File: src/rtl/systolic_ctrl.sv
// systolic_ctrl: sequences weight-tile load, activation streaming and result write-back for one tile job.
// Latency: first buffer strobe one cycle after start; each result write lands ARRAY_LAT+1 cycles after its activation read.
// Backpressure: act_stall seen in STREAM holds the vector index and skips the next issue; the bubble propagates to pe_valid and res_wr_en.
module systolic_ctrl #(
    parameter int N         = 16,
    parameter int M_W       = 16,
    parameter int ADDR_W    = 16,
    parameter int ARRAY_LAT = 31
) (
    input  logic              clk,
    input  logic              rst,
    input  logic              start,
    input  logic              reuse_wt,
    input  logic [M_W-1:0]    num_vec,
    input  logic [ADDR_W-1:0] wt_base,
    input  logic [ADDR_W-1:0] act_base,
    input  logic [ADDR_W-1:0] res_base,
    input  logic              act_stall,
    output logic              busy,
    output logic              done,
    output logic              wt_rd_en,
    output logic [ADDR_W-1:0] wt_rd_addr,
    output logic [N-1:0]      wt_row_en,
    output logic              act_rd_en,
    output logic [ADDR_W-1:0] act_rd_addr,
    output logic              pe_valid,
    output logic              res_wr_en,
    output logic [ADDR_W-1:0] res_wr_addr
);
    localparam int R_W = (N > 1) ? $clog2(N) : 1;

    typedef enum logic [2:0] {
        IDLE   = 3'd0,
        LOAD_W = 3'd1,
        STREAM = 3'd2,
        DRAIN  = 3'd3,
        DONE   = 3'd4
    } state_t;

    state_t state, state_nx;

    logic [M_W-1:0]       nv_q, k_q, k_nx, j_q, j_nx;
    logic [ADDR_W-1:0]    act_base_q, wt_addr_nx, act_addr_nx;
    logic [R_W-1:0]       r_q, r_nx;
    logic                 wt_issue, act_issue, ld_job;
    logic [ARRAY_LAT-1:0] lat_pipe;

    // The oldest stage of the latency pipeline is the result write strobe.
    assign res_wr_en = lat_pipe[ARRAY_LAT-1];

    // State register.
    always_ff @(posedge clk) begin
        if (rst) begin
            state <= IDLE;
        end else begin
            state <= state_nx;
        end
    end

    // Next state plus the strobes for the coming cycle, so every output can be registered
    // and still appear one cycle after the decision (r_q/k_q index the row/vector issued now).
    always_comb begin
        state_nx    = state;
        wt_issue    = 1'b0;
        act_issue   = 1'b0;
        ld_job      = 1'b0;
        r_nx        = r_q;
        k_nx        = k_q;
        wt_addr_nx  = wt_rd_addr;
        act_addr_nx = act_rd_addr;
        j_nx        = j_q + M_W'(res_wr_en);
        case (state)
            IDLE: begin
                if (start) begin
                    ld_job = 1'b1;
                    r_nx   = '0;
                    k_nx   = '0;
                    if (!reuse_wt) begin
                        state_nx   = LOAD_W;
                        wt_issue   = 1'b1;
                        wt_addr_nx = wt_base;
                    end else if (num_vec == '0) begin
                        state_nx = DONE;
                    end else begin
                        state_nx    = STREAM;
                        act_issue   = 1'b1;
                        act_addr_nx = act_base;
                        k_nx        = M_W'(1);
                    end
                end
            end
            LOAD_W: begin
                if (r_q != R_W'(N - 1)) begin
                    wt_issue   = 1'b1;
                    wt_addr_nx = wt_rd_addr + 1'b1;
                    r_nx       = r_q + 1'b1;
                end else if (nv_q == '0) begin
                    state_nx = DONE;
                end else begin
                    // First vector follows the last weight row without a gap.
                    state_nx    = STREAM;
                    act_issue   = 1'b1;
                    act_addr_nx = act_base_q;
                    k_nx        = M_W'(1);
                end
            end
            STREAM: begin
                if (k_q == nv_q) begin
                    state_nx = DRAIN;
                end else if (!act_stall) begin
                    act_issue   = 1'b1;
                    act_addr_nx = act_rd_addr + 1'b1;
                    k_nx        = k_q + 1'b1;
                end
            end
            DRAIN: begin
                if (j_nx == nv_q) begin
                    state_nx = DONE;
                end
            end
            DONE: begin
                state_nx = IDLE;
            end
            default: begin
                state_nx = IDLE;
            end
        endcase
    end

    // Registered outputs, job context, counters and the array-latency pipeline.
    always_ff @(posedge clk) begin
        if (rst) begin
            busy        <= 1'b0;
            done        <= 1'b0;
            wt_rd_en    <= 1'b0;
            wt_rd_addr  <= '0;
            wt_row_en   <= '0;
            act_rd_en   <= 1'b0;
            act_rd_addr <= '0;
            pe_valid    <= 1'b0;
            res_wr_addr <= '0;
            lat_pipe    <= '0;
            nv_q        <= '0;
            act_base_q  <= '0;
            r_q         <= '0;
            k_q         <= '0;
            j_q         <= '0;
        end else begin
            busy        <= (state_nx != IDLE);
            done        <= (state_nx == DONE);
            wt_rd_en    <= wt_issue;
            wt_rd_addr  <= wt_addr_nx;
            // Row enable trails the read by one cycle to line up with returning weight data.
            wt_row_en   <= (state == LOAD_W) ? (N'(1) << r_q) : '0;
            act_rd_en   <= act_issue;
            act_rd_addr <= act_addr_nx;
            pe_valid    <= act_rd_en;
            lat_pipe    <= (lat_pipe << 1) | ARRAY_LAT'(pe_valid);
            r_q         <= r_nx;
            k_q         <= k_nx;
            if (ld_job) begin
                nv_q        <= num_vec;
                act_base_q  <= act_base;
                res_wr_addr <= res_base;
                j_q         <= '0;
            end else begin
                // Address advances only on real writes, so bubbles never skew it.
                res_wr_addr <= res_wr_addr + ADDR_W'(res_wr_en);
                j_q         <= j_nx;
            end
        end
    end

endmodule

File: config.mk
export PLATFORM = sky130hd
export DESIGN_NAME = systolic_ctrl
export DESIGN_NICKNAME = d
export VERILOG_FILES = /design/src/rtl/systolic_ctrl.sv
export SDC_FILE = /design/constraint.sdc
export NUM_CORES = 1
export LEC_CHECK = 0
export ABC_AREA = 1
export CAP_MARGIN = 20
export CORE_MARGIN = 8
export CORE_UTILIZATION = 35
export CTS_BUF_LIST = sky130_fd_sc_hd__clkbuf_4
export CTS_CLUSTER_SIZE = 12
export DETAILED_ROUTE_END_ITERATION = 10
export PLACE_DENSITY_LB_ADDON = 0.3
export RECOVER_POWER = 50
export SKIP_LAST_GASP = 1
export SLEW_MARGIN = 20
export SYNTH_ARGS = -nofsm -noshare
export SYNTH_HDL_FRONTEND = slang
export SYNTH_SLANG_ARGS = --single-unit
File: constraint.sdc
create_clock -name clk -period 2 [get_ports clk]
set_input_delay 0.3 -clock clk [delete_from_list [all_inputs] [get_ports clk]]
set_output_delay 0.3 -clock clk [all_outputs]
set_load 0.01 [all_outputs]
; ---- Word level (Yosys, flattened, before mapping)
; Index checks and enable logic that the tools add are counted.
[word_totals]
register_bits = 171
out_inout_bits = 70
[op_classes]
add_sub_neg = 6
eq_ne = 16
n_shift = 1
mux = 46
bitwise_logic = 2
n_reduce_logical = 12
[ops]
columns = op, n
row1 = $mux W16, 16
row2 = $pmux W16 S3, 2
row3 = $add A16 B1 Y16 const B, 3
row4 = $add A16 B1 Y16, 2
row5 = $eq A16 B16 Y1, 2
row6 = $logic_not A16 Y1, 2
row7 = $pmux W16 S2, 1
row8 = $or A31 B1 Y31, 1
row9 = $mux W3, 7
row10 = $ne A2 B2 Y1 const B, 9
row11 = $shl A1 B4 Y16 const A, 1
row12 = $mux W1, 14
row13 = $pmux W3 S4, 1
row14 = $mux W4, 2
row15 = $pmux W4 S2, 1
row16 = $reduce_and A8 Y1, 1
row17 = $eq A3 B2 Y1 const B, 2
row18 = $reduce_and A6 Y1, 1
row19 = $reduce_bool A3 Y1, 2
row20 = $add A4 B1 Y4 const B, 1
row21 = $ne A4 B4 Y1 const B, 1
row22 = $reduce_and A4 Y1, 1
row23 = $reduce_or A2 Y1, 2
row24 = $eq A3 B1 Y1 const B, 1
row25 = other kinds (7), 7

; ---- Longest topological paths before layout
[depth]
ltp_word = 6
depth_mapped = 17

; ---- Least setup slack after synthesis
; Ideal clock, no wire load.
[synth_path]
path_kind = reg2reg
startpoint = register lat_pipe[30]
endpoint = register res_wr_addr[14]
arrival_ps = 1827
required_ps = 1885
slack_ps = 58
stages_incl_launch_ff = 12
n_path_buf = 0
path_cell_list = dfxtp_1 ha_1 ha_1 nand2_1 nor2_1 nand3_1 nor4_2 nand3_1 nor2_1 xor2_1 o21ai_0 inv_1
[synth_between]
elab_chain_len = 2
[synth_rtl]
columns = element, line
row1 = start: declaration, 46  ; logic [ARRAY_LAT-1:0] lat_pipe;
row2 = start signal: assignment, 158  ; lat_pipe <= (lat_pipe << 1) | ARRAY_LAT'(pe_valid);
row3 = $add A16 B1 Y16, 168  ; res_wr_addr <= res_wr_addr + ADDR_W'(res_wr_en);
row4 = $mux W16, 161  ; if (ld_job) begin
row5 = end signal: assignment, 164  ; res_wr_addr <= res_base;
row6 = end signal: assignment, 168
row7 = end: declaration, 28  ; output logic [ADDR_W-1:0] res_wr_addr
; No other way between the ends.
; A chain may end at the register's enable or synchronous reset.

; ---- Worst setup path after layout
[layout_path]
startpoint = register lat_pipe[30]
endpoint = register busy
[layout_between]
elab_chain_len = 5
[layout_rtl]
columns = element, line
row1 = $add A16 B1 Y16, 71  ; j_nx = j_q + M_W'(res_wr_en);
row2 = $eq A16 B16 Y1, 117  ; if (j_nx == nv_q) begin
row3 = $mux W3, 117
row4 = $pmux W3 S4, 72  ; case (state)
row5 = $reduce_bool A3 Y1, 149  ; busy <= (state_nx != IDLE);
row6 = end signal: assignment, 149
row7 = end: declaration, 19  ; output logic busy,
; No other way between the ends.

==> results.yml <==
setup_path:
  required_ps: 2480
  timing.rr.start: "lat_pipe[30]"
  critPathKind: "register to register"
  worstPathArrival_ps: 2480
  crit_top_cell: "nand2_1"
  cp-start-kind: "register"
  startpoint: "lat_pipe[30]"
  crit_path_max_fanout: 7
  slowest_delay_ps: 400
  crit_path_end_kind: "register"
  worst-path-buf-inv: 0
  crit_slowest_cell: "dfxtp_4"
  crit_family: "simple AND/OR/NAND/NOR gates"
  crit_chain: "ha_4 -> ha_4 -> nand2_4 -> nor2_4 -> nand3_2 -> nand2_1 -> nand3_1 -> nand2_1 -> nand3_2 -> nor2_4 -> nand3_4 -> nand2_4 -> nand3_2 -> nand2_1 -> nand2_1"
timing:
  setup_slack_ps: 2.74
  finalCriticalPeriod_ps: 2000
  rsz0062_at_grt: "true"
  drv_slew: 0
  fmax_mhz: 501
  final_hold_viol_count: 0
  fin_setup_tns_ps: 0
  fin_crit_sh_pct: 99.9
  clock_skew_ps: 40.6
  final-setup-viol-count: 0
  slew_headroom_pct: 39.3
  tightest_slew_ps: 911
detailed_routing:
  ant_nets: 0
  routed-via-count: 8138
  drc: 0
  avgViaCountPerCell: 4.79
  drt_first_pass_iters: 8
  drt-initial-drc-count: 461
  routed_wl_mm: 23.7
  wl_per_cell_um: 13.9
job:
  cap_violations: 0
floorplanning:
  coreArea_sq_um: 23500
  ioPinCount: 139
  die_y_um: 170
  num_rows: 56
  start_util_pct: 35.5
  fp.dieW_um: 170
  die-area_sq_um: 29000
grt:
  grt.overflow.total: 0
  antenna_found_initial: 2
  busiest_layer: "met2"
  met3_usage_pct: 4.10
  grt_pass1_wl_mm: 38.6
  grtUsageMet1_pct: 19.9
  met2_usage_pct: 27.5
  grt_use_total_pct: 16.3
  grt_max_degree: 67
  first_global_vias: 7867
min_path:
  hold_class: "primary input to register"
  hold_start: "rst"
yosys:
  ys_warn_count: 0
  syn_area_sq_um: 8340
  synth_edf_count: 0
  synthArstFlopShare_pct: 0
  synth_top_area_share_pct: 41.0
  synth.area.top_cells: "dfxtp_1 41%, nand2_1 8.6%, nor2_1 7.3%"
  yosysTopAreaCell: "dfxtp_1"
  syn-num-nets: 1259
  avgSynthCellArea_sq_um: 7.09
  syn_inst: 1176
  yosysSeqAreaShare_pct: 41.0
  synth-seq-cells: 171
  synth_cell_types: 47
  ys.flop_type: "dfxtp_1"
clocking:
  clkTransAtPathRegs_ps: 150
  cts_num_sinks: 171
  clk_latency_ps: 570
  cts.path.max_buffers: 2
  cts_buffers: 17
  cts_tree: "yes"
  h-tree-depth: 4
  cts.hold.buffers_added: 0
  cts_root_buf: "clkbuf_4"
power:
  internal_power_mw: 5.27
  p_leak_nw: 4.40
  p_seq_share_pct: 49.7
  swShare_pct: 31.6
  power.share.clock_pct: 29.1
  combPwrFrac_pct: 21.1
  peakVddDrop_v: 0.000407
  p_sw_mw: 2.44
  power.density_nw_per_um2: 694
place:
  io_buffers: 138
  place.gp.congestion: 0.900
  hpwl_mm: 17.4
  pre_cts_slack_ps: -135
  placed_cells: 1657
cells_and_area:
  n_fill_cell: 2353
  layout.cells.non_filler: 1699
  drive_gt1_share_pct: 15.3
  fin_nets: 1449
  area_growth_pct: 33.2
status:
  status: "finished clean"
==> flip-flops by register name, summed over array words and instances (netlist names) <==
signal / cells
wt_rd_addr: 16
nv_q: 16
wt_row_en: 16
lat_pipe: 31
done: 1
act_rd_en: 1
act_rd_addr: 16
k_q: 16
j_q: 16
busy: 1
pe_valid: 1
res_wr_addr: 16
r_q: 4
act_base_q: 16
wt_rd_en: 1
state: 3
==> worst paths after layout <==
path	slack (ps)	to	depth (start not counted)
worst max-delay path	3	busy	15
worst min-delay path	230	res_wr_addr[9]	4
worst max register to register	3	busy	15
worst min register to register	400	lat_pipe[18]	2
==> cells in the final DEF, fill, tap and decap left out, drive strengths merged, types with 6 or more instances in the layout <==
| cell | instances |
|---|---|
| a31oi | 7 |
| xor2 | 20 |
| o21bai | 8 |
| nor3 | 23 |
| a21oi | 82 |
| nor2 | 174 |
| inv | 160 |
| or2 | 6 |
| nand3 | 80 |
| nand2 | 202 |
| clkbuf | 25 |
| o21ai | 102 |
| clkdlybuf4s50 | 130 |
| ha | 14 |
| nand4 | 24 |
| xnor2 | 25 |
| buf | 76 |
| dfxtp | 171 |
| a41oi | 6 |
==> worst reg2reg max path, stage by stage (launching register included) <==
cell and delay, ps:
dfxtp_4 400, ha_4 140, ha_4 150, nand2_4 60, nor2_4 210, nand3_2 140, nand2_1 100, nand3_1 70
nand2_1 80, nand3_2 90, nor2_4 140, nand3_4 120, nand2_4 90, nand3_2 50, nand2_1 60, nand2_1 40
==> repair_timing <==
action | in CTS | in global routing
hold endpoints to repair | 0 | 0
pin swaps | 13 | 27
gates resized for setup | 20 | 59
setup buffers | 4 | 5
endpoints found under the setup margin | 10 | 49
==> Yosys cell counts, types with 2 or more instances <==
library cell  instances
ha_1                 14
buf_6                 2
xnor2_1              25
nor4_1                3
nand2_1             192
nor2_2                6
a211oi_1              5
o211ai_1              4
nor2_4                5
a31oi_1               7
dfxtp_1             171
a21oi_1              82
nor3_1               23
clkbuf_1             27
buf_1                 4
nand2_2               8
or2_2                 6
clkbuf_2              5
a41oi_1               6
o21ai_2               2
o21bai_1              8
nand3_2               3
nor2_1              162
xor2_1               20
o31ai_1               2
o21ai_0              98
nand2_4               2
o21ai_1               2
inv_2                 9
nand3_1              77
buf_2                 9
inv_1               146
nand4_1              24
o22ai_1               3
nor3b_1               2
==> power groups by stage <==
stage	combinational [mW]	sequential, mW	clock [mW]
global route	1.80	3.87	2.45
CTS	1.62	3.82	2.32
finish	1.63	3.84	2.25
floorplan	0.829	3.90	0
detailed placement	1.61	3.89	0
global placement	1.59	3.89	0
==> per-stage QoR <==
step                util [%]  hold slack, ps  area, sq um  power, mW
global route            47.4             231        11100       8.12
global placement        44.6             391        10500       5.49
finish                  47.4             232        11100       7.71
detailed placement      44.6             394        10500       5.50
floorplan                  -             388         8340       4.73
CTS                     46.5             144        10900       7.76
==> metal layers <==
metal  vias up  wire length, um
li1       4191                -
met1      3746            10700
met2       173            11400
met3        26             1220
met4         2              370
met5         -               13
==> final cells by class <==
type	instances	area (sq um)	area share, %
sequential	171	3450	31.0
tap	319	399	3.59
antenna	1	2.50	0.0225
inverter	156	586	5.27
clock buffer	18	135	1.22
clock inverter	14	188	1.69
multi-input combinational	801	4350	39.2
timing repair buffer	219	2000	18.0
==> cell families (layout without fill, tap and decap cells) <==
kind of cell | after synthesis | count (layout) | synth area share (%)
buffers and inverters | 204 | 407 | 9.61
other | 0 | 1 | 0
XOR/XNOR | 46 | 46 | 4.99
AND/OR/NAND/NOR | 519 | 519 | 27.7
AO/OA/AOI/OAI | 222 | 222 | 14.5
flip-flops | 171 | 171 | 41.0
adder cells (fa/ha/maj) | 14 | 14 | 2.10
Note: power is estimated with default switching activity, not from simulation.
